**src/rtl/key_filter.sv**
```systemverilog
// key_filter: debounces one active-low push-button into clean key events.
// A two-flop synchronizer feeds a one-cycle edge detector, and a 4-state FSM
// accepts an edge only after the synchronized level has stayed stable for
// CNT_MAX cycles. Each accepted press or release produces a one-cycle
// key_flag pulse, and the debounced key_state level updates on that same cycle.
//
// Key-event interface contract (producer side): key_flag is a registered,
// single-cycle strobe with no back-pressure; consumers must act on it in the
// cycle it is high. key_state is valid in that cycle, so a press is
// key_flag & ~key_state and a release is key_flag & key_state.
module key_filter #(
    parameter int CNT_MAX = 1_000_000,
    parameter int CNT_W   = 20
) (
    input  logic       clk,
    input  logic       rst_n,
    input  logic       key_in,
    output logic       key_flag,
    output logic       key_state,
    // FSM state for observation: 0 IDLE, 1 FILTER0, 2 DOWN, 3 FILTER1
    output logic [1:0] dbg_state
);

    typedef enum logic [1:0] {
        IDLE    = 2'd0,  // released, waiting for a falling edge
        FILTER0 = 2'd1,  // falling edge seen, qualifying a press
        DOWN    = 2'd2,  // pressed, waiting for a rising edge
        FILTER1 = 2'd3   // rising edge seen, qualifying a release
    } state_t;

    localparam logic [CNT_W-1:0] CNT_LAST = CNT_W'(CNT_MAX - 1);
    localparam logic [CNT_W-1:0] CNT_ONE  = CNT_W'(1);

    logic             r_sync1;
    logic             r_key_s;
    logic             r_key_d;
    logic             w_nedge;
    logic             w_pedge;
    logic             w_cnt_done;

    state_t           r_state;
    state_t           w_state_nxt;
    logic [CNT_W-1:0] r_cnt;
    logic [CNT_W-1:0] w_cnt_nxt;
    logic             r_key_flag;
    logic             w_key_flag_nxt;
    logic             r_key_state;
    logic             w_key_state_nxt;

    // Synchronize the raw pin and keep one cycle of history for edge detection.
    // All three reset to 1 (released) so that a key already held during reset
    // shows up as a fresh falling edge once reset lifts.
    always_ff @(posedge clk or negedge rst_n) begin
        if (!rst_n) begin
            r_sync1 <= 1'b1;
            r_key_s <= 1'b1;
            r_key_d <= 1'b1;
        end else begin
            r_sync1 <= key_in;
            r_key_s <= r_sync1;
            r_key_d <= r_key_s;
        end
    end

    assign w_nedge    = r_key_d & ~r_key_s;
    assign w_pedge    = ~r_key_d & r_key_s;
    assign w_cnt_done = (r_cnt == CNT_LAST);

    // State, counter and output registers.
    always_ff @(posedge clk or negedge rst_n) begin
        if (!rst_n) begin
            r_state     <= IDLE;
            r_cnt       <= '0;
            r_key_flag  <= 1'b0;
            r_key_state <= 1'b1;
        end else begin
            r_state     <= w_state_nxt;
            r_cnt       <= w_cnt_nxt;
            r_key_flag  <= w_key_flag_nxt;
            r_key_state <= w_key_state_nxt;
        end
    end

    // Next-state logic. An opposing edge always wins over the counter reaching
    // its last value, so a bounce landing on the final cycle cancels the event.
    // The counter is forced to 0 outside the filter states and never wraps,
    // because reaching CNT_LAST always leaves the filter state.
    always_comb begin
        w_state_nxt     = r_state;
        w_cnt_nxt       = r_cnt;
        w_key_flag_nxt  = 1'b0;
        w_key_state_nxt = r_key_state;
        case (r_state)
            IDLE: begin
                w_cnt_nxt = '0;
                if (w_nedge) begin
                    w_state_nxt = FILTER0;
                end
            end
            FILTER0: begin
                if (w_pedge) begin
                    w_state_nxt = IDLE;
                    w_cnt_nxt   = '0;
                end else if (w_cnt_done) begin
                    w_state_nxt     = DOWN;
                    w_cnt_nxt       = '0;
                    w_key_flag_nxt  = 1'b1;
                    w_key_state_nxt = 1'b0;
                end else begin
                    w_cnt_nxt = r_cnt + CNT_ONE;
                end
            end
            DOWN: begin
                w_cnt_nxt = '0;
                if (w_pedge) begin
                    w_state_nxt = FILTER1;
                end
            end
            FILTER1: begin
                if (w_nedge) begin
                    w_state_nxt = DOWN;
                    w_cnt_nxt   = '0;
                end else if (w_cnt_done) begin
                    w_state_nxt     = IDLE;
                    w_cnt_nxt       = '0;
                    w_key_flag_nxt  = 1'b1;
                    w_key_state_nxt = 1'b1;
                end else begin
                    w_cnt_nxt = r_cnt + CNT_ONE;
                end
            end
            default: begin
                w_state_nxt = IDLE;
                w_cnt_nxt   = '0;
            end
        endcase
    end

    assign key_flag  = r_key_flag;
    assign key_state = r_key_state;
    assign dbg_state = r_state;

endmodule

```
**config.mk**
```make
export PLATFORM = sky130hd
export DESIGN_NAME = key_filter
export DESIGN_NICKNAME = d
export VERILOG_FILES = /design/src/rtl/key_filter.sv
export SDC_FILE = /design/constraint.sdc
export NUM_CORES = 1
export LEC_CHECK = 0
export CORE_ASPECT_RATIO = 1.75
export CORE_MARGIN = 10
export CORE_UTILIZATION = 40
export DETAILED_ROUTE_END_ITERATION = 6
export HOLD_SLACK_MARGIN = 0.03
export PLACE_DENSITY_LB_ADDON = 0.2
export SYNTH_ARGS = -nofsm -noshare
export SYNTH_HDL_FRONTEND = slang
export SYNTH_SLANG_ARGS = --single-unit
```
**constraint.sdc**
```tcl
create_clock -name clk -period 4.45 [get_ports clk]
set_input_delay 0.89 -clock clk [delete_from_list [all_inputs] [get_ports clk]]
set_output_delay 0.89 -clock clk [all_outputs]
set_load 0.03 [all_outputs]
```
Word level (Yosys, flattened, before mapping)
Cells that the tools add are included.
{"block": "word_totals", "reg_bits": 27, "out_inout_bits": 4}
{"block": "classes", "add_sub_neg": 1, "eq_ne": 12, "mux": 20, "n_bitwise": 4, "n_reduce_logical": 5}
{"op": "$mux W20", "n": 3}
{"op": "$pmux W20 S3", "n": 1}
{"op": "$add A20 B1 Y20 const B", "n": 1}
{"op": "$eq A20 B20 Y1 const B", "n": 1}
{"op": "$mux W2", "n": 6}
{"op": "$ne A2 B2 Y1 const B", "n": 6}
{"op": "$pmux W2 S4", "n": 1}
{"op": "$mux W1", "n": 7}
{"op": "$ne A3 B3 Y1 const B", "n": 2}
{"op": "$reduce_and A5 Y1", "n": 1}
{"op": "$eq A2 B2 Y1 const B", "n": 2}
{"op": "$pmux W1 S2", "n": 2}
{"op": "$reduce_and A4 Y1", "n": 1}
{"op": "$and A1 B1 Y1", "n": 2}
{"op": "$eq A2 B1 Y1 const B", "n": 1}
{"op": "$logic_not A2 Y1", "n": 1}
{"op": "$not A1 Y1", "n": 2}
{"op": "$reduce_bool A2 Y1", "n": 1}
{"op": "$reduce_or A2 Y1", "n": 1}

Depth between registers and ports, before layout
{"block": "depth", "depth_word": 4, "ltp_mapped": 8}

Worst setup path after synthesis
Ideal clock, no wire load.
{"block": "synth_timing", "kind": "reg2reg", "from": "register r_cnt[0]", "to": "register r_cnt[9]", "arrival_ns": 1.698, "required_time_ns": 4.379, "path_slack_ns": 2.680, "path_stages_with_launch": 9, "synth_period_minus_slack_ns": 1.770, "cell_sequence": "dfrtp_1 -> ha_1 -> and4_1 -> buf_2 -> and4bb_1 -> a21o_1 -> buf_2 -> buf_4 -> nor2_1"}
{"block": "synth_between", "elab_chain_len": 4}
{"element": "start, declared", "line_no": "43", "source": "logic [CNT_W-1:0] r_cnt;"}
{"element": "start signal, assigned", "line_no": "78", "source": "r_cnt <= w_cnt_nxt;"}
{"element": "$add A20 B1 Y20 / $eq A20 B20 Y1 (equally long branches)", "line_no": "110, 129, 67"}
{"element": "$mux W20 *", "line_no": "104, 123"}
{"element": "$mux W20 (on tied branches)", "line_no": "120, 101"}
{"element": "$pmux W20 S3 *", "line_no": "93", "source": "case (r_state)"}
{"element": "net w_cnt_nxt[9]", "line_no": "44", "source": "logic [CNT_W-1:0] w_cnt_nxt;"}
Mark *: on every way through the listed nets, which the timed path passes. The rest lies on a longest branch.
A chain may end at the register's enable or synchronous reset.

Worst setup path in the final report
{"block": "layout_timing", "from": "register r_key_state (netlist: key_state)", "to": "output port key_state"}
{"element": "start, declared", "line_no": "47", "source": "logic r_key_state;"}
{"element": "start signal, assigned", "line_no": "80", "source": "r_key_state <= w_key_state_nxt;"}
{"element": "end, declared", "line_no": "19", "source": "output logic key_state,"}
No word-level cell between the ends.

==> results.md <==
* Gate power share at 5.8%
* EDFF count, synth at 0
* Final core occ at 45.5%
* Routed via count at 1063
* Setup Viol. Count Final at 0
* I/O pin count at 7
* Initial antenna violation count at 0
* RSZ-0062 raised after global routing: no
* Max VDD drop at 0.131 mV
* Reg power frac at 60.7%
* Synth cell count leaders: dfrtp_1 (23), nor2_1 (16), nand2_1 (10)
* Count leader, synth: dfrtp_1
* Count of pins over their slew limit at 0
* Tcrit/Tclk final at 53.3%
* CP max stage cell: clkdlybuf4s50_1
* Critical-path cell list: clkdlybuf4s50_1
* Root Driver: clkbuf_8
* Antenna-violating nets left at 0
* Crit path DAT at 1.48 ns
* CTS tree: built
* Compound-cell area share of the yosys netlist at 8.89%
* DP HPWL at 2110 um
* Placed Area at 1480 sq um
* Pre-CTS setup slack at 2.28 ns
* Min cycle time layout at 2.37 ns
* Switching share of power at 23.5%
* Starting density of the core at 41.0%
* CTS buffer count at 3
* Startpoint Class: flip-flop
* Cell variety after synth at 39
* Cell taking the most area after synthesis: dfrtp_1
* CP Max Fanout at 3
* Multiplexer share of the synthesized area at 0%
* FF-to-FF setup slack at 2.38 ns
* Die area at 6290 sq um
* Syn_nets at 142
* Final instance area at 1530 sq um
* CP Capture Type: output pin
* CTS Hold Bufs at 0
* Total setup buffers inserted after CTS at 0
* Pwr dens at 276 nW/um^2
* Rel. slew slack at 34.8%
* Ranking of synthesized cells by area: dfrtp_1 (42%), dfstp_2 (7.6%), xor2_1 (4.4%), nor2_1 (4.4%), a21oi_1 (2.9%)
* Maxcap violations at 0
* CTS Buffer Depth at 2
* Area growth, synth to finish at 10.9%
* XOR/XNOR share of the synthesized area at 6.99%
* Core area at 3360 sq um
* Async SR Flop Fraction at 100%
* Int Pwr at 0.322 mW
* Post-synthesis register bit count at 27
* RePlAce Congestion at 0.725
* Worst-Margin Slew at 0.975 ns
* Setup Total Neg Slack at 0 ns
* PortBufs at 6
* Gate Count Post-Synth at 138
* Number of diodes at 0
* Residual DRC count at 0
* Crit path kind: flip-flop to output pin
* Largest net degree at the start of global routing at 23
* 1st-iter DRT viols at 68
* Mean area per synthesized cell at 9.99 sq um
* Sw power at 0.0992 mW
* Clock latency on the worst-skew pair at 0.27 ns
* Simple-Gate Fraction of Synth Area at 30.9%
* Post-CTS sizing at 0
* Post-route setup slack at 2.08 ns
* Status: completed
* Synth Cell Area at 1380 sq um
* Worst endpoint required time at 3.56 ns
* Largest stage delay, worst path at 0.66 ns
* FMAX at 421 MHz
* Main combinational cell family by area after synthesis: simple AND/OR/NAND/NOR gates
* Synth Area in Adders at 0.907%
* Ys Warns at 0
* Overflow after GRT at 0
* First-pass GRT wire length at 4690 um
* Vias in the first global route at 1032
* Ys flop type: dfrtp_1
* Core Rows at 28
* Sink Count at 27
* Share of cells above drive strength 1 at 11.0%
* Total Routing Usage GR at 9.17%
* Share of the synthesized area in the top cell type at 41.7%
* Die span in x at 64.4 um
* WL/cell at 14.7 um
* Leak pwr at 0.577 nW
* DRT Pass-1 Iters at 4
* Max Clock Skew at 0.00132 ns
* Nets at 150
* H-tree depth at 1
* Clock slew at reported path FFs at 0.09 ns
* Clock group share of total power at 33.5%
* CP bufs+invs at 1
* Vias per inst at 5.59
* Family with the most delay on the worst path: buffers and inverters
* HP Class: flip-flop to flip-flop
* Routed wire length at 2790 um
* Height of the chip at 97.7 um
* Final Hold Vio Count at 0
* Sequential element share of the synthesized area at 49.4%
[registers in the layout, indices dropped and copies added, names as in the netlist]
name       cells
r_key_d        1
dbg_state      2
r_cnt         20
r_sync1        1
key_flag       1
r_key_s        1
key_state      1
[metrics by stage]
step           power, mW  hold WS [ns]  std cells
2_1_floorplan      0.273         0.345        138
3_3_place_gp       0.285         0.350        186
3_5_place_dp       0.286         0.351        186
4_1_cts            0.428         0.366        190
5_1_grt            0.441         0.369        190
6_report           0.421         0.362        190
[cell usage in the layout, fill, tap and decap left out, drive strengths merged, types with 4 or more instances in the layout]
cell type and count:
nor4 4, o21ai 5, dfstp 4, nand4 4, o31ai 4, xnor2 4
xor2 7, or4 4, nand3 7, dfrtp 23, or3 4, nand2 10
clkdlybuf4s50 6, nor2 16, a21oi 8, inv 5
[worst register-to-register path, cell delays in order, from the launching register on]
cell and delay, ns:
dfrtp_1 0.40, ha_1 0.22, and4_1 0.35, and4bb_1 0.30
a21o_1 0.54, nor2_1 0.13
[final timing paths]
path / start / depth (start not counted) / end
max reg2reg: r_cnt[0]$_DFF_PN0_ / 5 / r_cnt[10]$_DFF_PN0_
min reg2reg: r_sync1$_DFF_PN1_ / 0 / r_key_s$_DFF_PN1_
max in group asynchronous: rst_n / 2 / r_cnt[10]$_DFF_PN0_
min in group asynchronous: rst_n / 1 / r_cnt[5]$_DFF_PN0_
max: key_state$_DFFE_PN1P_ / 1 / key_state
min: r_sync1$_DFF_PN1_ / 0 / r_key_s$_DFF_PN1_
[final cells by class]
| cell class | count | area, sq um |
|---|---|---|
| tap | 45 | 56.3 |
| timing repair buffer | 7 | 67.6 |
| clock buffer | 3 | 41.3 |
| inverter | 5 | 18.8 |
| fill | 343 | 1830 |
| multi-input combinational | 102 | 657 |
| sequential | 27 | 681 |
| clock inverter | 1 | 7.51 |
[routing by layer]
metal  vias to the layer above  routed length, um  track usage [%]
li1                        506                  -                -
met1                       537               1120             9.66
met2                        13               1510             15.6
met3                         7                101             2.31
met4                         0                 59             5.46
met5                         -                  0                0
[cell families after synthesis]
logic type                 count (synthesis)
xor gates and xnor gates                  11
DFF                                       27
and+or+nand+nor                           69
adders and majority gates                  1
buffers and inverters                      9
AOI/OAI and AO/OA                         21
[power by group through the flow]
stage / sequential [mW] / combinational, mW / clock, mW
finish: 0.256 / 0.0243 / 0.141
global route: 0.257 / 0.0277 / 0.156
detailed placement: 0.261 / 0.0252 / 0
floorplan: 0.261 / 0.0126 / 0
global placement: 0.260 / 0.0245 / 0
CTS: 0.256 / 0.0253 / 0.147
Note: power is estimated with default switching activity, not from simulation.
